<file path="config.mk">
export PLATFORM = sky130hd
export DESIGN_NAME = exu_alu_mc
export DESIGN_NICKNAME = d
export VERILOG_FILES = /design/src/rtl/exu_alu_mc_pkg.sv /design/src/rtl/exu_alu_shifter.sv /design/src/rtl/exu_alu_mc.sv
export SDC_FILE = /design/constraint.sdc
export NUM_CORES = 1
export LEC_CHECK = 0
export CORE_AREA = 2 2 143 145
export CTS_CLUSTER_DIAMETER = 50
export DETAILED_ROUTE_END_ITERATION = 7
export DIE_AREA = 0 0 145 147
export DONT_BUFFER_PORTS = 1
export HOLD_SLACK_MARGIN = 0.06
export PLACE_DENSITY = 0.68
export SYNTH_ARGS = -nofsm -noshare
export SYNTH_HDL_FRONTEND = slang
export SYNTH_SLANG_ARGS = --single-unit
</file>
<file path="constraint.sdc">
create_clock -name clk -period 4.67 [get_ports clk]
set_input_delay 0.934 -clock clk [delete_from_list [all_inputs] [get_ports clk]]
set_output_delay 0.934 -clock clk [all_outputs]
set_load 0.01 [all_outputs]
</file>
<file path="src/rtl/exu_alu_mc_pkg.sv">
// Shared definitions for the multi-cycle ALU: default widths, ALU
// operation codes, FSM state encoding and iterative shifter modes.
package exu_alu_mc_pkg;

  localparam int CFG_ISA_WIDTH       = 32;
  localparam int CFG_ALU_FUNCT_WIDTH = 4;
  // Shift amount is always taken from alu_b[4:0].
  localparam int SHAMT_WIDTH         = 5;

  typedef enum logic [3:0] {
    ALU_ADD       = 4'd0,
    ALU_SUB       = 4'd1,
    ALU_AND       = 4'd2,
    ALU_OR        = 4'd3,
    ALU_XOR       = 4'd4,
    ALU_EQ        = 4'd5,
    ALU_NEQ       = 4'd6,
    ALU_LESS_U    = 4'd7,
    ALU_LESS_S    = 4'd8,
    ALU_SHIFT_L_L = 4'd9,
    ALU_SHIFT_R_L = 4'd10,
    ALU_SHIFT_R_A = 4'd11,
    ALU_NO_FUNCT  = 4'd15
  } alu_funct_e;

  typedef enum logic [1:0] {
    IDLE  = 2'd0,
    SHIFT = 2'd1,
    DONE  = 2'd2
  } alu_state_e;

  typedef enum logic [1:0] {
    SH_LL = 2'd0,
    SH_RL = 2'd1,
    SH_RA = 2'd2
  } shift_mode_e;

endpackage

</file>
<file path="src/rtl/exu_alu_shifter.sv">
// Iterative one-bit-per-cycle shifter: shift register plus down counter.
// Ports:
//   clk, rst        clock, asynchronous active-low reset
//   load            capture load_value / load_shamt / load_mode
//   shift_en        perform one shift step while the counter is non-zero
//   load_value      operand to shift
//   load_shamt      number of steps to perform
//   load_mode       logical left, logical right or arithmetic right
//   count           remaining steps
//   step_value      value the register takes on the next step; the owner
//                   captures it on the final step
module exu_alu_shifter
  import exu_alu_mc_pkg::*;
#(
  parameter int WIDTH = CFG_ISA_WIDTH
) (
  input  logic                   clk,
  input  logic                   rst,
  input  logic                   load,
  input  logic                   shift_en,
  input  logic [WIDTH-1:0]       load_value,
  input  logic [SHAMT_WIDTH-1:0] load_shamt,
  input  shift_mode_e            load_mode,
  output logic [SHAMT_WIDTH-1:0] count,
  output logic [WIDTH-1:0]       step_value
);

  logic [WIDTH-1:0]       sreg_reg;
  logic [SHAMT_WIDTH-1:0] count_reg;
  shift_mode_e            mode_reg;

  // For arithmetic right shifts the MSB never changes, so replicating
  // the current MSB keeps the original sign bit.
  always_comb begin
    step_value = sreg_reg;
    case (mode_reg)
      SH_LL:   step_value = {sreg_reg[WIDTH-2:0], 1'b0};
      SH_RL:   step_value = {1'b0, sreg_reg[WIDTH-1:1]};
      SH_RA:   step_value = {sreg_reg[WIDTH-1], sreg_reg[WIDTH-1:1]};
      default: step_value = sreg_reg;
    endcase
  end

  always_ff @(posedge clk or negedge rst) begin
    if (!rst) begin
      sreg_reg  <= '0;
      count_reg <= '0;
      mode_reg  <= SH_LL;
    end else if (load) begin
      sreg_reg  <= load_value;
      count_reg <= load_shamt;
      mode_reg  <= load_mode;
    end else if (shift_en && count_reg != '0) begin
      sreg_reg  <= step_value;
      count_reg <= count_reg - 1'b1;
    end
  end

  assign count = count_reg;

endmodule

</file>
<file path="src/rtl/exu_alu_mc.sv">
// Multi-cycle ALU with valid/ready handshakes on input and output.
// Single-cycle ops go IDLE->DONE; shifts go through an iterative shifter
// (IDLE->SHIFT->DONE) unless EXU_ALU_BARREL_SHIFT_EN is defined, in which
// case shifts are combinational and SHIFT is never entered.
// Ports:
//   clk, rst                 clock, asynchronous active-low reset
//   in_valid / in_ready      operation handshake (ready only in IDLE)
//   alu_a, alu_b, alu_funct  operands and operation code
//   out_valid / out_ready    result handshake (valid only in DONE)
//   alu_result               registered result, held outside DONE entry
module exu_alu_mc
  import exu_alu_mc_pkg::*;
#(
  parameter int ISA_WIDTH       = CFG_ISA_WIDTH,
  parameter int ALU_FUNCT_WIDTH = CFG_ALU_FUNCT_WIDTH
) (
  input  logic                       clk,
  input  logic                       rst,
  input  logic                       in_valid,
  output logic                       in_ready,
  input  logic [ISA_WIDTH-1:0]       alu_a,
  input  logic [ISA_WIDTH-1:0]       alu_b,
  input  logic [ALU_FUNCT_WIDTH-1:0] alu_funct,
  output logic                       out_valid,
  input  logic                       out_ready,
  output logic [ISA_WIDTH-1:0]       alu_result
);

  alu_state_e             state_reg, state_next;
  logic [ISA_WIDTH-1:0]   result_reg, result_next;
  logic [ISA_WIDTH-1:0]   op_result;
  logic [SHAMT_WIDTH-1:0] shamt;

  assign shamt = alu_b[SHAMT_WIDTH-1:0];

`ifdef EXU_ALU_BARREL_SHIFT_EN
  // Combinational result for every operation, shifts included.
  always_comb begin
    op_result = '0;
    case (alu_funct)
      ALU_ADD:       op_result = alu_a + alu_b;
      ALU_SUB:       op_result = alu_a - alu_b;
      ALU_AND:       op_result = alu_a & alu_b;
      ALU_OR:        op_result = alu_a | alu_b;
      ALU_XOR:       op_result = alu_a ^ alu_b;
      ALU_EQ:        op_result = ISA_WIDTH'(alu_a == alu_b);
      ALU_NEQ:       op_result = ISA_WIDTH'(alu_a != alu_b);
      ALU_LESS_U:    op_result = ISA_WIDTH'(alu_a < alu_b);
      ALU_LESS_S:    op_result = ISA_WIDTH'($signed(alu_a) < $signed(alu_b));
      ALU_SHIFT_L_L: op_result = alu_a << shamt;
      ALU_SHIFT_R_L: op_result = alu_a >> shamt;
      ALU_SHIFT_R_A: op_result = $unsigned($signed(alu_a) >>> shamt);
      default:       op_result = '0;
    endcase
  end

  always_comb begin
    state_next  = state_reg;
    result_next = result_reg;
    case (state_reg)
      IDLE: begin
        if (in_valid) begin
          state_next  = DONE;
          result_next = op_result;
        end
      end
      DONE: begin
        if (out_ready) state_next = IDLE;
      end
      default: state_next = IDLE;
    endcase
  end
`else
  logic                   op_is_shift;
  shift_mode_e            op_mode;
  logic                   shift_load;
  logic                   shift_en;
  logic [SHAMT_WIDTH-1:0] shift_count;
  logic [ISA_WIDTH-1:0]   shift_step;

  // Shift ops yield alu_a here: that is the correct result for a zero
  // shift amount, the only case in which op_result is used for them.
  always_comb begin
    op_result   = '0;
    op_is_shift = 1'b0;
    op_mode     = SH_LL;
    case (alu_funct)
      ALU_ADD:       op_result = alu_a + alu_b;
      ALU_SUB:       op_result = alu_a - alu_b;
      ALU_AND:       op_result = alu_a & alu_b;
      ALU_OR:        op_result = alu_a | alu_b;
      ALU_XOR:       op_result = alu_a ^ alu_b;
      ALU_EQ:        op_result = ISA_WIDTH'(alu_a == alu_b);
      ALU_NEQ:       op_result = ISA_WIDTH'(alu_a != alu_b);
      ALU_LESS_U:    op_result = ISA_WIDTH'(alu_a < alu_b);
      ALU_LESS_S:    op_result = ISA_WIDTH'($signed(alu_a) < $signed(alu_b));
      ALU_SHIFT_L_L: begin op_result = alu_a; op_is_shift = 1'b1; op_mode = SH_LL; end
      ALU_SHIFT_R_L: begin op_result = alu_a; op_is_shift = 1'b1; op_mode = SH_RL; end
      ALU_SHIFT_R_A: begin op_result = alu_a; op_is_shift = 1'b1; op_mode = SH_RA; end
      default:       op_result = '0;
    endcase
  end

  always_comb begin
    state_next  = state_reg;
    result_next = result_reg;
    shift_load  = 1'b0;
    shift_en    = 1'b0;
    case (state_reg)
      IDLE: begin
        if (in_valid) begin
          if (op_is_shift && shamt != '0) begin
            shift_load = 1'b1;
            state_next = SHIFT;
          end else begin
            state_next  = DONE;
            result_next = op_result;
          end
        end
      end
      SHIFT: begin
        shift_en = 1'b1;
        // Final step: take the shifted value directly so DONE is entered
        // on the same edge the counter reaches zero.
        if (shift_count == SHAMT_WIDTH'(1)) begin
          state_next  = DONE;
          result_next = shift_step;
        end
      end
      DONE: begin
        if (out_ready) state_next = IDLE;
      end
      default: state_next = IDLE;
    endcase
  end

  exu_alu_shifter #(
    .WIDTH(ISA_WIDTH)
  ) u_shifter (
    .clk       (clk),
    .rst       (rst),
    .load      (shift_load),
    .shift_en  (shift_en),
    .load_value(alu_a),
    .load_shamt(shamt),
    .load_mode (op_mode),
    .count     (shift_count),
    .step_value(shift_step)
  );
`endif

  always_ff @(posedge clk or negedge rst) begin
    if (!rst) begin
      state_reg  <= IDLE;
      result_reg <= '0;
    end else begin
      state_reg  <= state_next;
      result_reg <= result_next;
    end
  end

  assign in_ready   = (state_reg == IDLE);
  assign out_valid  = (state_reg == DONE);
  assign alu_result = result_reg;

endmodule

</file>
# ---- After elaboration in Yosys (flattened, before gate mapping)
# Index checks and enable logic that the tools add are counted.
dict set report word_totals {
  register_bits 73
  inputBits 72
  output_inout_bits 34
  word_cells 68
}
dict set report classes {
  addsub 3
  order_cmp 2
  eq_ne 22
  muxes 21
  bitwise 3
  reduce_logical 12
}
# op count
set op_table {}
lappend op_table {{one-hot mux 32 bit (10 select lines)} 1}
lappend op_table {{two-way mux 32 bit} 5}
lappend op_table {{one-hot mux 32 bit (3 select lines)} 1}
lappend op_table {{< comparator 32 bit} 2}
lappend op_table {{one-hot mux 32 bit (2 select lines)} 1}
lappend op_table {{adder 32 bit} 1}
lappend op_table {{AND 32 bit} 1}
lappend op_table {{== test 32 bit} 1}
lappend op_table {{!= test 32 bit} 1}
lappend op_table {{bitwise OR 32 bit} 1}
lappend op_table {{subtractor 32 bit} 1}
lappend op_table {{XOR 32 bit} 1}
lappend op_table {{== test 4 x 3 -> 1 bit (second input constant)} 4}
lappend op_table {{== test 4 bit (second input constant)} 4}
lappend op_table {{two-way mux 5 bit} 2}
lappend op_table {{nonzero test 5 bit} 2}
lappend op_table {{== test 4 x 2 -> 1 bit (second input constant)} 2}
lappend op_table {{two-way mux 2 bit} 4}
lappend op_table {{!= test 2 bit (second input constant)} 3}
lappend op_table {{one-hot mux 2 bit (3 select lines)} 1}
lappend op_table {{== test 5 x 1 -> 1 bit (second input constant)} 1}
lappend op_table {{two-way mux 1 bit} 5}
lappend op_table {{subtractor 5 x 1 -> 5 bit (second input constant)} 1}
lappend op_table {{== test 2 x 1 -> 1 bit (second input constant)} 2}
lappend op_table {{11 further kinds} 15}

# ---- Depth between registers and ports, before layout
dict set report logic_depth {
  word_depth 8
  mapped_depth 13
  depth_no_buf 13
}

# ---- Modules after synthesis
# From an unflattened synthesis, not the netlist that was laid out.
dict set report hier_totals {
  hier_cells 1343
  area_unflattened_um2 10164.7
}
# module n_inst cells_per_inst area_per_inst_um2 seq_area_each_um2
set modules_own_cells {}
lappend modules_own_cells {exu_alu_mc 1 988 6999.2 850.8}
lappend modules_own_cells {exu_alu_shifter 1 355 3165.5 975.9}

# ---- Worst setup path after synthesis
# OpenSTA, ideal clock, no wires.
dict set report synth_timing {
  path_type {input-to-reg}
  start {in alu_a[8]}
  end {reg result_reg[29], in the netlist alu_result[29]}
  t_arrival_ps 3327
  setup_slack_ps 1207
  stages 12
  n_path_buf 1
  cell_sequence {inv_1 ha_1 buf_6 nor4_4 nand2_2 o2111a_2 or4_4 and2_1 o211ai_2 o2111ai_1 a32oi_1 o211ai_1}
}
dict set report synth_via {
  elab_chain_len 5
}
# item line
set synth_rtl {}
lappend synth_rtl {{start: declaration} exu_alu_mc.sv:21} ;# input logic [ISA_WIDTH-1:0] alu_a,
lappend synth_rtl {{subtractor 32 bit / adder 32 bit (equally long branches)} {exu_alu_mc.sv:89, exu_alu_mc.sv:88}}
lappend synth_rtl {{one-hot mux 32 bit (10 select lines) (*)} exu_alu_mc.sv:87} ;# case (alu_funct)
lappend synth_rtl {{two-way mux 32 bit (*)} exu_alu_mc.sv:112} ;# if (op_is_shift && shamt != '0) begin
lappend synth_rtl {{two-way mux 32 bit (*)} exu_alu_mc.sv:111} ;# if (in_valid) begin
lappend synth_rtl {{one-hot mux 32 bit (2 select lines) (*)} exu_alu_mc.sv:109} ;# case (state_reg)
lappend synth_rtl {{end signal: assignment} exu_alu_mc.sv:158} ;# result_reg <= result_next;
lappend synth_rtl {{end: declaration} exu_alu_mc.sv:30} ;# logic [ISA_WIDTH-1:0] result_reg, result_next;
# Mark *: on every way between the ends. The rest lies on a longest branch, timed or not. The select of a mux whose other input is x is not followed.
# A chain may end at the register's enable or synchronous reset.

# ---- Worst setup path in the final report
dict set report layout_timing {
  start {in alu_a[0]}
  end {reg result_reg[0], in the netlist alu_result[0]}
}
dict set report layout_via {
  elab_chain_len 5
}
# item line
set layout_rtl {}
lappend layout_rtl {{subtractor 32 bit (tied with other cells)} exu_alu_mc.sv:89} ;# ALU_SUB: op_result = alu_a - alu_b;
lappend layout_rtl {{one-hot mux 32 bit (10 select lines) (*)} exu_alu_mc.sv:87}
lappend layout_rtl {{two-way mux 32 bit (*)} exu_alu_mc.sv:112}
lappend layout_rtl {{two-way mux 32 bit (*)} exu_alu_mc.sv:111}
lappend layout_rtl {{one-hot mux 32 bit (2 select lines) (*)} exu_alu_mc.sv:109}
# Marked as above.

==> impl_metrics.json <==
{
  "status": "completed",
  "io_pins": 106,
  "num-fill-cells": 1943,
  "worst-slew-pin-transition_ns": 1.12,
  "dieArea_sq_um": 21300,
  "power.static_leakage_nw": 4.45,
  "drive_above_1_share_pct": 5.46,
  "synth_top_family_by_area": "compound AO/OA/AOI/OAI gates",
  "rsz_0062_raised_after_global_routing": "false",
  "cp-start-kind": "primary input",
  "clkSinkCount": 73,
  "critical_path_peak_fanout": 4,
  "synth_fa_ha_area_share_pct": 13.5,
  "post_synth.cell_area_avg_sq_um": 6.98,
  "synth_top_flop_cell": "dfrtp_1",
  "placement.io_buffers": 0,
  "synth_cells": 1395,
  "detail_route.vias_per_cell": 6.71,
  "grt_start_max_net_pins": 79,
  "antenna_violations_before_repair": 0,
  "gp_congestion": 0.998,
  "number_of_buffers_inserted_for_hold_repair_after_clock_tree_synthesis": 0,
  "final_cell_area_sq_um": 10300,
  "flow.area_growth_from_synthesis_pct": 5.44,
  "track_usage_pct": 33.6,
  "synthesis.yosys.warnings": 0,
  "timing.critical_path.to_type": "flop",
  "detail_route.drc_violations": 0,
  "synth_top_area_share_pct": 18.8,
  "finalWirelength_mm": 36.7,
  "p_per_area_nw_per_um2": 421,
  "cts_buffers": 9,
  "post-synth-top-area-cell": "dfrtp_1",
  "dr.pass1.iters": 6,
  "totalPowerFinal_mw": 4.32,
  "final.hold.worst_slack_ns": 0.281,
  "worst_slew_margin_rel_pct": 24.9,
  "std_cell_rows": 52,
  "yosys.area_share.xor_xnor_pct": 0.989,
  "vias": 10800,
  "min_period_over_period_pct": 84.0,
  "synth_top_cells_by_area": "dfrtp_1 (19%), ha_1 (13%), nand2_1 (7.5%)",
  "setup.worst_path.class": "primary input to flop",
  "clock_tree.root_cell": "clkbuf_16",
  "dp_hpwl_mm": 27.1,
  "antenna_cells_inserted": 0,
  "final.setup.tns_ns": 0,
  "cts_repair_resize_count": 0,
  "synth.yosys.seq_area_share_pct": 18.8,
  "post_cts_buffers": 0,
  "standard_cell_area_after_detailed_placement_sq_um": 9930,
  "worst_skew_pair.late_latency_ns": 0.35,
  "timing.critical_path.required_ns": 4.95,
  "cts.path.max_buffers": 2,
  "worst_r2r_path_depth": 8,
  "slew_viol_final": 0,
  "grt_pass1_vias": 9944,
  "postSynthRegisterBits": 73,
  "timing_hold_violations_final": 0,
  "core_region_area_sq_um": 19800,
  "cts_tree": "done",
  "min_path_type": "primary input to async pin",
  "globalRouteOverflowTotal": 0,
  "die_height_um": 147,
  "netlist-cell-type-count": 80,
  "post_synth_mux_area_share_pct": 1.25,
  "setup_violations": 0,
  "maxClockFrequency_mhz": 255,
  "power.ir.vdd_worst_mv": 0.300,
  "final.min_clock_period_ns": 3.92,
  "detail_route.wl_per_cell_um": 22.8,
  "synth.net_count": 1571,
  "clock_skew_ns": 0.0113,
  "start_util_pct": 49.1,
  "synth_compound_area_share_pct": 34.9,
  "h-tree-depth": 3,
  "ys_async_sr_fraction_pct": 100,
  "synth-simple-area-share_pct": 22.5,
  "clk_pin_slew_worst_paths_ns": 0.07,
  "maxCapViolCount": 0,
  "arrival_ns": 4.20,
  "drt_first_iter_violations": 1332,
  "detail-route-antenna-nets": 0,
  "dieWidth_um": 145,
  "synth_edf_count": 0,
  "final_nets": 1509,
  "synth.cell_area_sq_um": 9740,
  "mostFrequentLayoutCells": "nand2_1 (195), a21oi_1 (121), nor2_1 (119)",
  "final_common_cell": "nand2_1",
  "grt_pass1_wl_mm": 56.8
}
## Yosys cell counts, drive strengths merged (11+ instances only)
cell type / instances
nand2: 196
a21oi: 122
nor2: 121
o21ai: 110
inv: 105
ha: 102
clkbuf: 82
dfrtp: 73
nand2b: 37
nand3: 34
a221oi: 32
o211ai: 32
a211oi: 30
a31oi: 28
nor3: 23
buf: 19
a21o: 17
a22oi: 14
a22o: 13
and3: 12
nor2b: 12
nor4: 12
o22ai: 12
mux2i: 11
o21bai: 11
o31ai: 11
## stage by stage
| stage | instances | utilization, % | worst slack (ns) |
|---|---|---|---|
| 6_report | 1608 | 51.7 | 0.749 |
| 2_1_floorplan | 1395 | - | 1.21 |
| 4_1_cts | 1608 | 51.7 | 0.891 |
| 5_1_grt | 1608 | 51.7 | 0.584 |
| 3_3_place_gp | 1592 | 50.0 | 0.577 |
| 3_5_place_dp | 1592 | 50.0 | 0.553 |
## report_power, final
| part | total (mW) | switching (mW) | internal (mW) |
|---|---|---|---|
| clock | 0.815 | 0.302 | 0.513 |
| sequential | 1.33 | 0.391 | 0.935 |
| combinational | 2.18 | 1.39 | 0.792 |
## final timing paths
kind / start / to / slack [ns]
min in group clk: u_shifter.count[4] / u_shifter.count[4] / 0.51
worst min-delay path: rst / alu_result[2] / 0.28
worst min register to register: u_shifter.count[4] / u_shifter.count[4] / 0.51
worst max-delay path: alu_a[0] / alu_result[0] / 0.75
max in group asynchronous: rst / u_shifter.mode_reg[1] / 4.26
worst max register to register: state_reg[0] / alu_result[19] / 1.62
## area by class of cell
class	count	area [sq um]	share of cell area, %
clock buffers	12	267	2.60
clock inverters	4	73.8	0.719
inverters	105	394	3.84
multi-input cells	1116	7150	69.7
flip-flops and latches	73	1830	17.8
well taps	270	338	3.29
repair buffers	28	210	2.05
## worst max-delay path, stage by stage
cell and delay, ns:
inv_1 0.05, ha_1 0.17, inv_1 0.06, fa_1 0.40, nor3b_1 0.17, o31ai_1 0.51, a21oi_1 0.20, o31ai_1 0.53
a211oi_1 0.16, nor2_1 0.40, o22ai_1 0.17, a211oi_1 0.30, a21o_1 0.12
## layer usage
metal	up-vias	share of wire [%]	GRT usage [%]
li1	4929	-	-
met1	5076	41	46.4
met2	692	42	50.9
met3	85	14	10.1
met4	0	2.9	9.65
met5	-	0	0
## cells by family (layout without fill, tap and decap cells)
logic type,Yosys count,after routing
compound gates,508,508
xor+xnor,11,11
fa+ha+maj,104,104
buf+inv,206,149
flops,73,73
mux,12,12
simple gates,481,481
Note: power is estimated with default switching activity, not from simulation.
